[src/rtl/lcd_bus_monitor.sv]
// Passive HD44780 4-bit bus receiver.
// Shadows the visible 16x2 DDRAM from observed writes.
module lcd_bus_monitor #(
  parameter int unsigned NIBBLE_TIMEOUT = 1_000_000
) (
  input  logic         clk,
  input  logic         reset_n,
  input  logic         LCD_E,
  input  logic         LCD_RS,
  input  logic         LCD_RW,
  input  logic [3:0]   LCD_D,
  output logic [0:127] row_A,
  output logic [0:127] row_B,
  output logic         byte_valid,
  output logic         byte_rs,
  output logic [7:0]   byte_data,
  output logic         mode_4bit,
  output logic [6:0]   ddram_addr
);

  typedef enum logic [1:0] {
    S_8BIT,
    S_HI,
    S_LO
  } state_t;

  state_t      state, state_n;
  logic [1:0]  e_s, rs_s, rw_s;
  logic [3:0]  d_s1, d_s2;
  logic        e_q;
  logic        fall;
  logic [3:0]  hi_d;
  logic        hi_rs, hi_rw;
  logic [31:0] tcnt;
  logic        tmo;
  logic        inc_mode, ddram_sel;
  logic        exec, cmd4, hi_load;
  logic [7:0]  x_byte;
  logic        x_rs;

  // Illegal addresses behave as the end of their line.
  function automatic logic [6:0] step(
    input logic [6:0] a,
    input logic       inc
  );
    logic [6:0] r;
    if (inc) begin
      if (!a[6]) r = (a >= 7'h27) ? 7'h40 : a + 7'd1;
      else       r = (a >= 7'h67) ? 7'h00 : a + 7'd1;
    end else begin
      if (!a[6])
        r = (a == 7'h00 || a >= 7'h28) ? 7'h67 : a - 7'd1;
      else
        r = (a == 7'h40 || a >= 7'h68) ? 7'h27 : a - 7'd1;
    end
    return r;
  endfunction

  assign fall = e_q & ~e_s[1];
  assign tmo  = (NIBBLE_TIMEOUT != 0) && (tcnt == NIBBLE_TIMEOUT);

  always_ff @(posedge clk or negedge reset_n) begin
    if (!reset_n) begin
      e_s  <= '0;
      rs_s <= '0;
      rw_s <= '0;
      d_s1 <= '0;
      d_s2 <= '0;
      e_q  <= 1'b0;
    end else begin
      e_s  <= {e_s[0], LCD_E};
      rs_s <= {rs_s[0], LCD_RS};
      rw_s <= {rw_s[0], LCD_RW};
      d_s1 <= LCD_D;
      d_s2 <= d_s1;
      e_q  <= e_s[1];
    end
  end

  always_ff @(posedge clk or negedge reset_n) begin
    if (!reset_n) state <= S_8BIT;
    else          state <= state_n;
  end

  always_comb begin
    state_n = state;
    exec    = 1'b0;
    cmd4    = 1'b0;
    hi_load = 1'b0;
    x_byte  = {d_s2, 4'h0};
    x_rs    = 1'b0;
    unique case (state)
      S_8BIT: begin
        if (fall && !rw_s[1]) begin
          exec = 1'b1;
          if (!rs_s[1] && d_s2 == 4'h2)
            state_n = S_HI;
        end
      end
      S_HI: begin
        if (fall) begin
          hi_load = 1'b1;
          state_n = S_LO;
        end
      end
      S_LO: begin
        // A strobe colliding with the timeout starts a new byte.
        if (fall && tmo) begin
          hi_load = 1'b1;
        end else if (fall) begin
          state_n = S_HI;
          x_byte  = {hi_d, d_s2};
          x_rs    = hi_rs;
          exec    = !hi_rw;
          cmd4    = !hi_rw;
        end else if (tmo) begin
          state_n = S_HI;
        end
      end
      default: state_n = S_8BIT;
    endcase
  end

  always_ff @(posedge clk or negedge reset_n) begin
    if (!reset_n) begin
      hi_d  <= '0;
      hi_rs <= 1'b0;
      hi_rw <= 1'b0;
      tcnt  <= '0;
    end else if (hi_load) begin
      hi_d  <= d_s2;
      hi_rs <= rs_s[1];
      hi_rw <= rw_s[1];
      tcnt  <= '0;
    end else if (state == S_LO) begin
      tcnt  <= tcnt + 32'd1;
    end
  end

  always_ff @(posedge clk or negedge reset_n) begin
    if (!reset_n) begin
      row_A      <= {16{8'h20}};
      row_B      <= {16{8'h20}};
      byte_valid <= 1'b0;
      byte_rs    <= 1'b0;
      byte_data  <= '0;
      mode_4bit  <= 1'b0;
      ddram_addr <= '0;
      inc_mode   <= 1'b1;
      ddram_sel  <= 1'b1;
    end else begin
      byte_valid <= exec;
      if (exec) begin
        byte_data <= x_byte;
        byte_rs   <= x_rs;
      end
      if (state == S_8BIT && state_n == S_HI)
        mode_4bit <= 1'b1;
      if (cmd4 && x_rs) begin
        if (ddram_sel) begin
          if (ddram_addr[6:4] == 3'b000)
            row_A[{ddram_addr[3:0], 3'b000} +: 8] <= x_byte;
          else if (ddram_addr[6:4] == 3'b100)
            row_B[{ddram_addr[3:0], 3'b000} +: 8] <= x_byte;
          ddram_addr <= step(ddram_addr, inc_mode);
        end
      end else if (cmd4) begin
        unique casez (x_byte)
          8'b1???????: begin
            ddram_sel  <= 1'b1;
            ddram_addr <= x_byte[6:0];
          end
          8'b01??????: ddram_sel <= 1'b0;
          8'b001?????: ;
          8'b0001????: begin
            if (!x_byte[3])
              ddram_addr <= step(ddram_addr, x_byte[2]);
          end
          8'b00001???: ;
          8'b000001??: inc_mode <= x_byte[1];
          8'b0000001?: ddram_addr <= '0;
          8'b00000001: begin
            row_A      <= {16{8'h20}};
            row_B      <= {16{8'h20}};
            ddram_addr <= '0;
            inc_mode   <= 1'b1;
            ddram_sel  <= 1'b1;
          end
          default: ;
        endcase
      end
    end
  end

endmodule

[config.mk]
export PLATFORM = sky130hd
export DESIGN_NAME = lcd_bus_monitor
export DESIGN_NICKNAME = d
export VERILOG_FILES = /design/src/rtl/lcd_bus_monitor.sv
export SDC_FILE = /design/constraint.sdc
export NUM_CORES = 1
export LEC_CHECK = 0
export ABC_CLOCK_PERIOD_IN_PS = 4200
export CAP_MARGIN = 40
export CORE_UTILIZATION = 50
export DETAILED_ROUTE_END_ITERATION = 8
export HOLD_SLACK_MARGIN = 0.02
export MAX_ROUTING_LAYER = met4
export PLACE_DENSITY = 0.78
export SETUP_SLACK_MARGIN = 0.1
export SYNTH_ARGS = -nofsm -noshare
export SYNTH_HDL_FRONTEND = slang
export SYNTH_SLANG_ARGS = --single-unit
[constraint.sdc]
create_clock -name clk -period 4.2 [get_ports clk]
set_input_delay 0.84 -clock clk [delete_from_list [all_inputs] [get_ports clk]]
set_output_delay 0.84 -clock clk [all_outputs]
set_load 0.02 [all_outputs]
* After elaboration in Yosys (flattened, before gate mapping)
Index checks and enable logic that the tools add are counted.
** Storage, ports and cells
- Bits in registers :: 331
- Bits in latches :: 0
- Memory bits (writable) :: 0
- ROM bits :: 0
- Word-level logic and storage cells :: 126
- Memories :: 0
** Cells by class
- $add $sub $neg :: 4
- Multipliers :: 0
- Div/mod/pow operators :: 0
- Magnitude comparators :: 4
- Eq/ne operators :: 17
- Shift operators :: 2
- Multiplexer cells :: 49
- Bitwise logic cells :: 4
- Reduce and logical (&&, ||, !) cells :: 26
** Operators by type and width (number)
- 2-to-1 mux 128 bit :: 9
- bitwise mux 128 bit :: 2
- variable shift 129 x 9 -> 128 bit (first input constant) :: 1
- variable part select 129 x 9 -> 128 bit :: 1
- 2-to-1 mux 7 bit :: 12
- 2-to-1 mux 32 bit :: 2
- adder 32 x 1 -> 32 bit (second input constant) :: 1
- == test 32 x 20 -> 1 bit (second input constant) :: 1
- 2-to-1 mux 8 bit :: 3
- case mux 7 bit (3 select lines) :: 1
- >= comparator 7 x 6 -> 1 bit (second input constant) :: 2
- >= comparator 7 bit (second input constant) :: 2
- 2-to-1 mux 2 bit :: 6
- nonzero test 2 bit :: 5
- 2-to-1 mux 1 bit :: 9
- negator 8 -> 9 bit :: 1
- == test 8 x 1 -> 1 bit (second input constant) :: 1
- inverter 7 -> 8 bit :: 1
- case mux 1 bit (2 select lines) :: 4
- AND reduction 4 bit :: 2
- adder 7 x 1 -> 7 bit (second input constant) :: 1
- == test 7 x 1 -> 1 bit (second input constant) :: 1
- == test 7 bit (second input constant) :: 1
- zero test 7 bit :: 1
- 22 further kinds :: 36

* Depth between registers and ports, before layout
- Depth in word-level cells :: 11
- Depth in mapped cells :: 12

* Worst setup path before layout
Ideal clock, no wire load.
- Kind :: register to register
- Start :: reg state[0]
- End :: reg ddram_addr[4]
- Library setup time :: 0.121 ns
- Arrival time :: 2.420 ns
- Required time :: 4.079 ns
- Path slack :: 1.658 ns
- Stages on the path, launching flop included :: 12
- Period minus slack after synthesis :: 2.542 ns
- Cell sequence :: dfrtp_1 -> inv_1 -> ha_1 -> buf_2 -> inv_1 -> or2_2 -> a211oi_1 -> clkbuf_1 -> o31a_1 -> o31a_1 -> o21ai_0 -> o22a_1
** On the way
- Word-level cells in the longest chain between the ends :: 7
** RTL lines
- start: declaration :: line 27 : state_t state, state_n;
- start signal: assignment :: line 82 : else state <= state_n;
- == test 2 bit * :: line 92 : unique case (state)
- 2-to-1 mux 8 bit :: line 92
- == test 8 x 1 -> 1 bit (tied with other cells) :: line 168 : unique casez (x_byte)
- OR reduction 2 bit (no source line) or 2-to-1 mux 7 bit (tied branches)
- case mux 7 bit (3 select lines) :: line 168
- 2-to-1 mux 7 bit :: line 167 : end else if (cmd4) begin
- 2-to-1 mux 7 bit :: line 159 : if (cmd4 && x_rs) begin
- end signal: assignment :: line 165 : ddram_addr <= step(ddram_addr, inc_mode);
- end signal: assignment :: line 171 : ddram_addr <= x_byte[6:0];
- end signal: assignment :: line 177 : ddram_addr <= step(ddram_addr, x_byte[2]);
- end: declaration :: line 18 : output logic [6:0] ddram_addr
Mark *: on every way between the ends. The rest lies on a longest branch, timed or not. The select of a mux whose other input is x is not followed.
A chain may end at the register's enable or synchronous reset.

* Worst setup path after layout
- Start :: reg state[0]
- End :: reg row_A[16] (netlist name)
** On the way
- Word-level cells in the longest chain between the ends :: 7
** RTL lines
- == test 2 bit * :: line 92
- 2-to-1 mux 8 bit :: line 92
- variable part select 129 x 9 -> 128 bit :: line 162 : row_A[{ddram_addr[3:0], 3'b000} +: 8] <= x_byte;
- bitwise mux 128 bit :: line 162
- 2-to-1 mux 128 bit :: line 161 : if (ddram_addr[6:4] == 3'b000)
- 2-to-1 mux 128 bit :: line 160 : if (ddram_sel) begin
- 2-to-1 mux 128 bit :: line 159
- end signal: assignment :: line 142 : row_A <= {16{8'h20}};
- end signal: indexed assignment :: line 162
- end signal: assignment :: line 183 : row_A <= {16{8'h20}};
- end: declaration :: line 12 : output logic [0:127] row_A,
Marked as above.

==> results.sh <==
export IMPL_synthSimpleGateAreaFrac=0.1455
export IMPL_ant_nets=0
export IMPL_grt_max_degree=118
export IMPL_timing_max_slew_rel_slack=0.3218
export IMPL_fin_skew_ns=0.01197
export IMPL_core_area_mm2=0.02703
export IMPL_row_count=60
export IMPL_synth_mux_area_frac=0.009876
export IMPL_synth_cell_type_count=64
export IMPL_min_path_cells=0
export IMPL_drtIter0Drc=1336
export IMPL_swShare=0.2819
export IMPL_end_kind="flip-flop"
export IMPL_grt_antenna_before_repair=0
export IMPL_via_per_inst=5.954
export IMPL_post_place_cells=1871
export IMPL_pwr_share_comb=0.165
export IMPL_async_flop_share=1.000
export IMPL_syn_num_nets=1311
export IMPL_antenna_cells=0
export IMPL_fill_cells=2019
export IMPL_crit_fanout=11
export IMPL_synth_compound_area_frac=0.1789
export IMPL_initial_core_util=0.5110
export IMPL_synth_edff_count=0
export IMPL_cp_arrival_ns=3.91
export IMPL_r2r_cells=8
export IMPL_ys_warnings_count=0
export IMPL_cts_root_buffer="clkbuf_16"
export IMPL_firstDrtPassIters=7
export IMPL_min_delay_path_class="flip-flop to flip-flop"
export IMPL_syn_to_final_growth_pct=32.30
export IMPL_clk_latency_ns=0.51
export IMPL_path_class="flip-flop to flip-flop"
export IMPL_route_detailed_drc=0
export IMPL_syn_area_mm2=0.01381
export IMPL_via_count=11520
export IMPL_io_pins=283
export IMPL_grt_setup_unrepaired="false"
export IMPL_htree_levels=2
export IMPL_cts_sinks=331
export IMPL_grt_ovfl_total=0
export IMPL_required_ns=4.64
export IMPL_synth_seq_cells=331
export IMPL_seqPwrFrac=0.449
export IMPL_period_needed_ns=3.470
export IMPL_pwr_share_clk=0.386
export IMPL_yosysTopAreaCell="dfrtp_1"
export IMPL_switching_power_mw=2.273
export IMPL_finalCritPeriodShare=0.8261
export IMPL_synth_top_family_by_area="compound AO/OA/AOI/OAI gates"
export IMPL_first_global_vias=11340
export IMPL_synth_ff_type="dfrtp_1"
export IMPL_cts_repair_resized=0
export IMPL_place_hpwl_mm=29.99
export IMPL_startpoint_type="flip-flop"
export IMPL_clk_path_buf_depth=3
export IMPL_die_area_mm2=0.02829
export IMPL_syn_instance_count=1288
export IMPL_fp_dieW_um=168.2
export IMPL_wirelength_mm=42.50
export IMPL_grt_total_usage=0.3127
export IMPL_max_freq_mhz=288.2
export IMPL_setup_violations=0
export IMPL_hp_start="e_s[0]"
export IMPL_tns_ns=0
export IMPL_hold_violations=0
export IMPL_nets=1590
export IMPL_power_static_leakage_nw=7.814
export IMPL_hold_ws_ns=0.3488
export IMPL_drive_gt1_frac=0.08914
export IMPL_synthAdderAreaFrac=0.01268
export IMPL_timing_rr_start="state[0]"
export IMPL_io_buffers=282
export IMPL_synthTopCellsByCount="dfrtp_1, nand2_1, o21ai_0"
export IMPL_synth_xor_area_share=0.02220
export IMPL_gp_congestion=0.9291
export IMPL_critPathLaunch="state[0]"
export IMPL_synthTopCellsByArea="dfrtp_1, dfstp_2, nand2_1"
export IMPL_die_y_um=168.2
export IMPL_p_int_mw=5.789
export IMPL_synth_top_area_frac=0.5382
export IMPL_routedWlPerCell_um=21.97
export IMPL_post_cts_buffers=0
export IMPL_yosysMostFrequentCell="dfrtp_1"
export IMPL_yosysSeqAreaShare=0.6029
export IMPL_cts_made_buffers=35
export IMPL_drv_slew=0
export IMPL_stdcell_count=1934
export IMPL_clkTransAtPathRegs_ns=0.06
export IMPL_maxCapViolCount=0
export IMPL_worst_pin_slew_ns=1.009
export IMPL_powerDensity_mw_per_mm2=441.3
export IMPL_cts_tree="built"
export IMPL_peakVddDrop_mv=0.2610
export IMPL_grt_pass1_wl_mm=66.08
export IMPL_synth_area_per_cell_um2=10.72
export IMPL_cts_hold_buf=0
export IMPL_outcome="complete, no violations"
export IMPL_power_mw=8.062
==> power by group through the flow <==
stage / sequential, mW / clock, mW / combinational (mW)
4_1_cts: 3.61 / 3.15 / 1.31
2_1_floorplan: 3.70 / 0 / 0.696
5_1_grt: 3.64 / 3.28 / 1.43
3_3_place_gp: 3.66 / 0 / 1.27
3_5_place_dp: 3.67 / 0 / 1.30
6_report: 3.62 / 3.12 / 1.33
==> cell usage in the layout (no fill, tap or decap), types with 9 or more instances in the layout <==
cell and count:
xor2_1 23, inv_1 28, nor2b_1 24, clkbuf_16 37
and2_1 11, a22o_1 85, dfrtp_1 297, a21oi_1 41
nor2_1 70, xnor2_1 12, clkdlybuf4s50_1 281, a22oi_1 11
and3_1 12, dfstp_2 34, a31oi_1 25, nand3_1 33
nand2_1 201, or3_1 15, and4_1 9, buf_4 18
nor3_1 23, o21ai_0 148, ha_1 14
==> critical path, stage by stage, from the launching register on <==
cell and delay, ns:
dfrtp_1 0.42, inv_1 0.10, ha_1 0.36, and3b_1 0.29, nand2_1 0.09, a21oi_1 0.54
nand2_1 0.50, nor3_1 0.83, a22o_1 0.27
==> layer usage <==
layer / up-vias / share of wire / track usage
met5: - / 0 / -
met4: 0 / 0.027 / 0.09486
met3: 89 / 0.072 / 0.05830
met2: 524 / 0.49 / 0.5042
met1: 5772 / 0.41 / 0.4046
li1: 5131 / - / -
==> per-stage QoR <==
step                      worst slack [ns]  instance area (um^2)    util
final                               0.7302                 18270  0.6760
after global routing                0.5321                 18270  0.6760
after CTS                           0.8078                 18270  0.6760
after detailed placement            0.8840                 17100  0.6325
after global placement               1.073                 16960  0.6275
after floorplan                      1.658                 13810       -
==> registers in the layout (all words and copies together) (netlist names), 2 cells and up <==
| name | flops |
|---|---|
| state | 2 |
| e_s | 2 |
| d_s2 | 4 |
| ddram_addr | 7 |
| rs_s | 2 |
| row_A | 128 |
| hi_d | 4 |
| d_s1 | 4 |
| row_B | 128 |
| byte_data | 8 |
| tcnt | 32 |
| rw_s | 2 |
==> logic make-up after synthesis <==
logic type      count (synthesis)
flops                         331
buf+inv                        96
compound gates                370
simple gates                  429
mux                            13
fa+ha+maj                      14
xor+xnor                       35
==> path summary, 6_finish.rpt <==
kind	to	slack (ns)
hold reg to reg	e_s[1]	0.35
setup / recovery	row_A[16]	0.73
min in group asynchronous	row_B[46]	0.42
setup reg to reg	row_A[16]	0.73
max in group asynchronous	row_A[57]	2.83
hold / removal	e_s[1]	0.35
==> layout make-up <==
| cell class | count | area [um^2] | share of cell area |
|---|---|---|---|
| multi-input combinational | 861 | 5101 | 0.2792 |
| timing repair buffer | 309 | 3133 | 0.1715 |
| clock inverter | 12 | 116.4 | 0.006369 |
| inverter | 29 | 108.9 | 0.005958 |
| sequential | 331 | 8325 | 0.4557 |
| tap | 341 | 426.7 | 0.02335 |
| clock buffer | 51 | 1059 | 0.05794 |
(Power assumes the default switching activity.)
